--- config.mk ---
export PLATFORM = sky130hd
export DESIGN_NAME = antilog2_flat
export DESIGN_NICKNAME = d
export VERILOG_FILES = /design/src/rtl/antilog2_if.sv /design/src/rtl/antilog2.sv /design/src/flat_wrapper.sv
export SDC_FILE = /design/constraint.sdc
export NUM_CORES = 1
export LEC_CHECK = 0
export CORE_MARGIN = 2
export CORE_UTILIZATION = 55
export CTS_CLUSTER_SIZE = 25
export DETAILED_ROUTE_END_ITERATION = 6
export DONT_BUFFER_PORTS = 1
export PLACE_DENSITY_LB_ADDON = 0.12
export REMOVE_ABC_BUFFERS = 1
export SLEW_MARGIN = 20
export SYNTH_ARGS = -nofsm -noshare
export SYNTH_HDL_FRONTEND = slang
export SYNTH_SLANG_ARGS = --single-unit
--- constraint.sdc ---
create_clock -name clock -period 8.7 [get_ports clock]
set_input_delay 2.61 -clock clock [delete_from_list [all_inputs] [get_ports clock]]
set_output_delay 2.61 -clock clock [all_outputs]
set_load 0.005 [all_outputs]
--- src/rtl/antilog2_if.sv ---
// Handshake bundle for the antilog2 block: operand in (iValid/iReady), result out (oValid/oReady).
interface antilog2_if #(
  parameter int unsigned M = 4,
  parameter int unsigned N = 10
);
  logic [M+N:0] number;
  logic         iValid;
  logic         iReady;
  logic [M+N:0] expNumber;
  logic         oValid;
  logic         oReady;

  modport master (
    output number, iValid, oReady,
    input  iReady, expNumber, oValid
  );

  modport slave (
    input  number, iValid, oReady,
    output iReady, expNumber, oValid
  );
endinterface

--- src/rtl/antilog2.sv ---
// Sequential fixed-point base-2 antilog, expNumber = 2^number, signed 1.M.N in and out.
// Define ANTILOG2_ROUND_EN to round (half up) each partial product instead of truncating.
module antilog2 #(
  parameter int unsigned M = 4,
  parameter int unsigned N = 10
) (
  input logic       clock,
  input logic       reset,
  antilog2_if.slave bus
);
  localparam int unsigned W  = M + N + 1;
  localparam int unsigned CW = N + 2;
  localparam int unsigned PW = 2 * N + 3;
  localparam int unsigned KW = $clog2(N + 2);

  localparam logic signed [W-1:0] I_MAX   = W'(M);
  localparam logic signed [W-1:0] I_MIN   = -$signed(W'(N + 1));
  localparam logic        [W-1:0] ACC_ONE = W'(1) << N;
  localparam logic        [W-1:0] ACC_SAT = {1'b0, {(W-1){1'b1}}};

  typedef enum logic [2:0] {INIT, WAIT, SPLIT, MUL_PREP, MUL, SCALE, SEND} state_t;

  // C_k = round(2^(2^-k) * 2^N), folded to constants at elaboration
  function automatic logic [CW-1:0] c_const(input int unsigned k);
    real v;
    v = (2.0 ** (1.0 / (2.0 ** k))) * (2.0 ** N);
    return CW'($rtoi(v + 0.5));
  endfunction

  logic [CW-1:0] c_tab [1:N];
  for (genvar g = 1; g <= N; g++) begin : g_const
    localparam logic [CW-1:0] C = c_const(g);
    assign c_tab[g] = C;
  end

  state_t               state_q, state_d;
  logic [W-1:0]         num_q, num_d;
  logic signed [W-1:0]  i_q, i_d;
  logic [N-1:0]         f_q, f_d;
  logic [W-1:0]         acc_q, acc_d;
  logic [KW-1:0]        k_q, k_d;
  logic [CW-1:0]        a_q, a_d;
  logic [PW-1:0]        b_q, b_d, p_q, p_d;
  logic                 iready_q, iready_d;
  logic                 ovalid_q, ovalid_d;
  logic [W-1:0]         exp_q, exp_d;

  logic signed [W-1:0]  i_split;
  logic [PW-1:0]        p_shr;
  logic                 in_xfer;

  assign i_split = $signed(num_q) >>> N;
  assign in_xfer = bus.iValid && iready_q;

`ifdef ANTILOG2_ROUND_EN
  assign p_shr = (p_q + (PW'(1) << (N - 1))) >> N;
`else
  assign p_shr = p_q >> N;
`endif

  always_ff @(posedge clock) begin
    if (reset) begin
      state_q  <= INIT;
      num_q    <= '0;
      i_q      <= '0;
      f_q      <= '0;
      acc_q    <= '0;
      k_q      <= '0;
      a_q      <= '0;
      b_q      <= '0;
      p_q      <= '0;
      iready_q <= 1'b0;
      ovalid_q <= 1'b0;
      exp_q    <= '0;
    end else begin
      state_q  <= state_d;
      num_q    <= num_d;
      i_q      <= i_d;
      f_q      <= f_d;
      acc_q    <= acc_d;
      k_q      <= k_d;
      a_q      <= a_d;
      b_q      <= b_d;
      p_q      <= p_d;
      iready_q <= iready_d;
      ovalid_q <= ovalid_d;
      exp_q    <= exp_d;
    end
  end

  always_comb begin
    state_d = state_q;
    unique case (state_q)
      INIT:     state_d = WAIT;
      WAIT:     if (in_xfer) state_d = SPLIT;
      SPLIT:    state_d = (i_split >= I_MAX || i_split < I_MIN) ? SEND : MUL_PREP;
      MUL_PREP: if (k_q > KW'(N)) state_d = SCALE;
                else if (f_q[N-1]) state_d = MUL;
      MUL:      if (a_q == '0) state_d = MUL_PREP;
      SCALE:    if (i_q == '0 || acc_q == '0) state_d = SEND;
      SEND:     if (bus.oReady) state_d = INIT;
      default:  state_d = INIT;
    endcase
  end

  // Fraction is consumed MSB-first from f_q, so f_q[N-1] is always bit f[N-k].
  always_comb begin
    num_d = num_q;
    i_d   = i_q;
    f_d   = f_q;
    acc_d = acc_q;
    k_d   = k_q;
    a_d   = a_q;
    b_d   = b_q;
    p_d   = p_q;
    unique case (state_q)
      INIT: begin
        acc_d = ACC_ONE;
        k_d   = KW'(1);
      end
      WAIT: if (in_xfer) num_d = bus.number;
      SPLIT: begin
        i_d = i_split;
        f_d = num_q[N-1:0];
        if (i_split >= I_MAX)     acc_d = ACC_SAT;
        else if (i_split < I_MIN) acc_d = '0;
      end
      MUL_PREP: if (k_q <= KW'(N)) begin
        if (!f_q[N-1]) begin
          k_d = k_q + KW'(1);
          f_d = f_q << 1;
        end else begin
          a_d = c_tab[k_q];
          b_d = PW'(acc_q);
          p_d = '0;
        end
      end
      MUL: if (a_q != '0) begin
        if (a_q[0]) p_d = p_q + b_q;
        a_d = a_q >> 1;
        b_d = b_q << 1;
      end else begin
        acc_d = W'(p_shr);
        k_d   = k_q + KW'(1);
        f_d   = f_q << 1;
      end
      SCALE: if (i_q != '0 && acc_q != '0) begin
        if (!i_q[W-1]) begin
          acc_d = acc_q << 1;
          i_d   = i_q - W'(1);
        end else begin
          acc_d = acc_q >> 1;
          i_d   = i_q + W'(1);
        end
      end
      default: ;
    endcase
  end

  always_comb begin
    iready_d = iready_q;
    ovalid_d = ovalid_q;
    exp_d    = exp_q;
    unique case (state_q)
      INIT: begin
        iready_d = 1'b1;
        ovalid_d = 1'b0;
      end
      WAIT:    if (in_xfer) iready_d = 1'b0;
      SEND:    if (bus.oReady) ovalid_d = 1'b0;
      default: ;
    endcase
    if (state_q != SEND && state_d == SEND) begin
      ovalid_d = 1'b1;
      exp_d    = {1'b0, acc_d[W-2:0]};
    end
  end

  assign bus.iReady    = iready_q;
  assign bus.oValid    = ovalid_q;
  assign bus.expNumber = exp_q;
endmodule

--- src/flat_wrapper.sv ---
// flat-port wrapper written by rule: the top's interface ports become plain ports
module antilog2_flat 
#(
  parameter int unsigned M = 4,
  parameter int unsigned N = 10
)
  (clock, reset, bus_number, bus_iValid, bus_oReady, bus_iReady, bus_expNumber, bus_oValid);
  antilog2_if #(.M(M), .N(N)) bus_i ();
  input logic clock;
  input logic reset;
  input wire logic [$bits(bus_i.number)-1:0] bus_number;
  input wire logic [$bits(bus_i.iValid)-1:0] bus_iValid;
  input wire logic [$bits(bus_i.oReady)-1:0] bus_oReady;
  output wire logic [$bits(bus_i.iReady)-1:0] bus_iReady;
  output wire logic [$bits(bus_i.expNumber)-1:0] bus_expNumber;
  output wire logic [$bits(bus_i.oValid)-1:0] bus_oValid;
  assign bus_i.number = bus_number;
  assign bus_i.iValid = bus_iValid;
  assign bus_i.oReady = bus_oReady;
  assign bus_iReady = bus_i.iReady;
  assign bus_expNumber = bus_i.expNumber;
  assign bus_oValid = bus_i.oValid;
  antilog2 #(.M(M), .N(N)) u_core (.clock(clock), .reset(reset), .bus(bus_i));
endmodule
==> run summary <==
* cell area after technology mapping: 7490 um^2
* total global routing track utilization: 25.9%
* Die Span X: 121 um
* final-report setup violation count: 0
* result of the run: complete, no violations
* Worst setup startpoint: bus_oReady
* worst clock skew: 8.11 ps
* number of unique standard cell types used by synthesis: 80
* async set-reset flop share out of synthesis: 0%
* CTS H-Tree Depth: 4
* Worst Hold Class: register to register
* Setup crit end: u_core.bus.expNumber[6]
* largest buffer count on any clock path: 2
* total power divided by cell area: 170 nW/um^2
* total clock buffers created by CTS: 17
* accumulated negative setup slack: 0 ps
* Least-Margin Pin Slew: 892 ps
* Max Slew Vio Count: 0
* capture point of the worst reg-to-reg path: u_core.i_q[14]
* drt wl/cell: 16.7 um
* number of cell instances on the worst register-to-register path: 10
* average size of a mapped cell: 8.12 um^2
* total die area: 14600 um^2
* register cell area after layout: 2700 um^2
* Post-CTS Setup Repair Bufs: 0
* number of nets with antenna violations after routing: 0
* total of warnings raised by yosys: 0
* maximum number of pins on one net before global-route repair: 136
* post-route clock period utilization: 43.6%
* largest area contributor in the netlist: sky130_fd_sc_hd__dfxtp_1
* sequential cell area fraction in the yosys report: 36.1%
* flip-flop cell with the highest count after synthesis: sky130_fd_sc_hd__dfxtp_1
* multi-input logic area: 4450 um^2
* Post-Synthesis Cells: 923
* Worst setup EP type: register
* grt total ovfl: 0
* upper clock frequency limit: 263 MHz
* Initial Util: 56.3%
* Skew-Pair Late Insertion Delay: 420 ps
* WS Path Type: input port to register
* number of buffers inserted for hold repair after clock tree synthesis: 0
* #FFs+latches synth: 135
* CTS tree: yes
* crit path DAT: 4140 ps
* Boundary Pins: 36
* drt pass-1 iters: 5
* # fillers: 1183
* # DRC: 0
* number of rows in the core area: 42
* Detail Placement HPWL: 12400 um
* proportion of layout cells with a drive suffix above 1: 8.50%
* initial antenna violation count: 0
* floorplan die height: 121 um
* worst IR drop on VDD: 0.000141 V
* via/cell ratio: 6.11
* Fin Hold WS: 456 ps
* nets@finish: 955
* core area: 13300 um^2
* Final Hold Vio Count: 0
* vias after detailed routing: 6610
* Crit path required time: 9040 ps
* minimum clock period after layout: 3800 ps
* leakage: 2.90 nW
* worst reg2reg path startpoint: u_core.i_q[14]
* wire length of the first global-routing pass: 30400 um
* minimum setup slack among reg-to-reg paths: 5080 ps
* final routed wirelength across all metal layers: 18100 um
* relative max-transition margin: 40.3%
* number of global-route vias before repair: 6210
* HP Start: u_core.num_q[7]
* number of flops mapped to enable cells by yosys: 0
* count of buffers from port buffering: 0
* CTS Sinks: 135
* Clk Tree Root Cell: sky130_fd_sc_hd__clkbuf_16
* sort of element at the start of the critical path: input port
* Post-CTS Resized: 0
* RSZ-0062 raised after global routing: false
* Iteration-0 DRC Markers: 446
* reported max-cap violation count: 0
* ranking of synthesized cells by area: sky130_fd_sc_hd__dfxtp_1 (36%), sky130_fd_sc_hd__nor2_1 (7.1%), sky130_fd_sc_hd__ha_1 (6.7%), sky130_fd_sc_hd__a21oi_1 (6.1%), sky130_fd_sc_hd__nand2_1 (5.1%)
* antenna cells: 0
* gp weighted congestion: 0.888
* proportion of netlist area held by the largest area contributor: 36.1%
* Layout area overhead: 7.22%
* Clock transition at path regs: 60 ps
* CP Max Fanout: 20
worst max-delay path: stages:
cell and delay (ps):
sky130_fd_sc_hd__mux2i_1 130, sky130_fd_sc_hd__a311oi_1 120, sky130_fd_sc_hd__a21boi_2 220, sky130_fd_sc_hd__nor3_4 490, sky130_fd_sc_hd__buf_6 270, sky130_fd_sc_hd__nor2_1 80
sky130_fd_sc_hd__a211oi_2 190
metrics by stage:
stage	instances	area (um^2)	power (mW)	setup WS, ps	utilization [%]
detailed placement	1050	7470	0.727	4140	56.2
global route	1082	8030	1.42	4720	60.4
global placement	1050	7470	0.724	4340	56.2
CTS	1081	8010	1.38	4560	60.3
finish	1082	8030	1.37	4900	60.4
floorplan	870	7220	0.710	3650	-
state kept, by name, summed over array words and instances (netlist names):
signal	cells
u_core.b_q	23
u_core.p_q	23
u_core.acc_q	15
u_core.i_q	15
u_core.num_q	15
u_core.bus.expNumber	14
u_core.a_q	11
u_core.f_q	10
u_core.k_q	4
u_core.state_q	3
u_core.bus.iReady	1
u_core.bus.oValid	1
per-layer routing:
layer | vias up | GRT usage (%) | wire (um)
met4 | 0 | 8.72 | 216
met5 | - | 0 | 0
met2 | 143 | 42.8 | 8770
met3 | 18 | 5.99 | 913
met1 | 3149 | 33.4 | 8220
li1 | 3300 | - | -
layout by cell type, fill, tap and decap left out, types with 14 or more instances in the layout:
master and instances:
sky130_fd_sc_hd__a211oi_1 23, sky130_fd_sc_hd__a21oi_1 91, sky130_fd_sc_hd__a22oi_1 28, sky130_fd_sc_hd__a311oi_1 15, sky130_fd_sc_hd__clkbuf_16 17, sky130_fd_sc_hd__dfxtp_1 135, sky130_fd_sc_hd__ha_1 40, sky130_fd_sc_hd__inv_1 18
sky130_fd_sc_hd__mux2i_1 14, sky130_fd_sc_hd__nand2_1 101, sky130_fd_sc_hd__nand3_1 17, sky130_fd_sc_hd__nor2_1 142, sky130_fd_sc_hd__nor3_1 28, sky130_fd_sc_hd__o21ai_0 34, sky130_fd_sc_hd__xnor2_1 23
layout make-up:
class	instances	area share, %
Clock buffer	18	5.47
Clock inverter	13	1.26
Inverter	20	0.935
Multi-Input combinational cell	715	55.4
Sequential cell	135	33.7
Tap cell	176	2.74
Timing Repair Buffer	5	0.514
synth_stat cells, types with 4 or more instances:
cell type                  count
sky130_fd_sc_hd__a211oi_1     23
sky130_fd_sc_hd__a211oi_2      9
sky130_fd_sc_hd__a21o_1       10
sky130_fd_sc_hd__a21oi_1      91
sky130_fd_sc_hd__a21oi_2       4
sky130_fd_sc_hd__a22o_1        5
sky130_fd_sc_hd__a22oi_1      28
sky130_fd_sc_hd__a311oi_1     15
sky130_fd_sc_hd__a31oi_1      12
sky130_fd_sc_hd__and3_1        7
sky130_fd_sc_hd__buf_2        10
sky130_fd_sc_hd__buf_4         7
sky130_fd_sc_hd__buf_6         5
sky130_fd_sc_hd__clkbuf_1     30
sky130_fd_sc_hd__dfxtp_1     135
sky130_fd_sc_hd__ha_1         40
sky130_fd_sc_hd__inv_1        18
sky130_fd_sc_hd__mux2i_1      14
sky130_fd_sc_hd__nand2_1     101
sky130_fd_sc_hd__nand2b_1      8
sky130_fd_sc_hd__nand3_1      17
sky130_fd_sc_hd__nor2_1      142
sky130_fd_sc_hd__nor3_1       28
sky130_fd_sc_hd__nor4_1       12
sky130_fd_sc_hd__o211ai_1      6
sky130_fd_sc_hd__o21ai_0      34
sky130_fd_sc_hd__o21ai_1       4
sky130_fd_sc_hd__o21bai_1      6
sky130_fd_sc_hd__xnor2_1      23
sky130_fd_sc_hd__xor2_1        5
logic make-up after synthesis:
logic type	Yosys count	synth area share [%]
xor+xnor	28	3.27
compound gates	281	25.7
other cells	1	0.0501
buf+inv	73	4.68
fa+ha+maj	42	7.22
flops	135	36.1
simple gates	348	21.0
mux	15	2.02
where the power goes:
group	switching [mW]	internal, mW
logic	0.0443	0.0319
clock network	0.282	0.372
registers	0.0108	0.627
total	0.337	1.03
worst min-delay path by stage:
stage                            endpoint  slack, ps  depth (start not counted)
after global routing      u_core.num_q[9]        480                          2
after CTS                 u_core.num_q[7]        450                          2
final                     u_core.num_q[7]        460                          2
after floorplan             u_core.p_q[4]        430                          2
after detailed placement  u_core.num_q[7]        440                          2
after global placement    u_core.num_q[4]        440                          2
No activity file was read; power rests on OpenSTA's default activity.
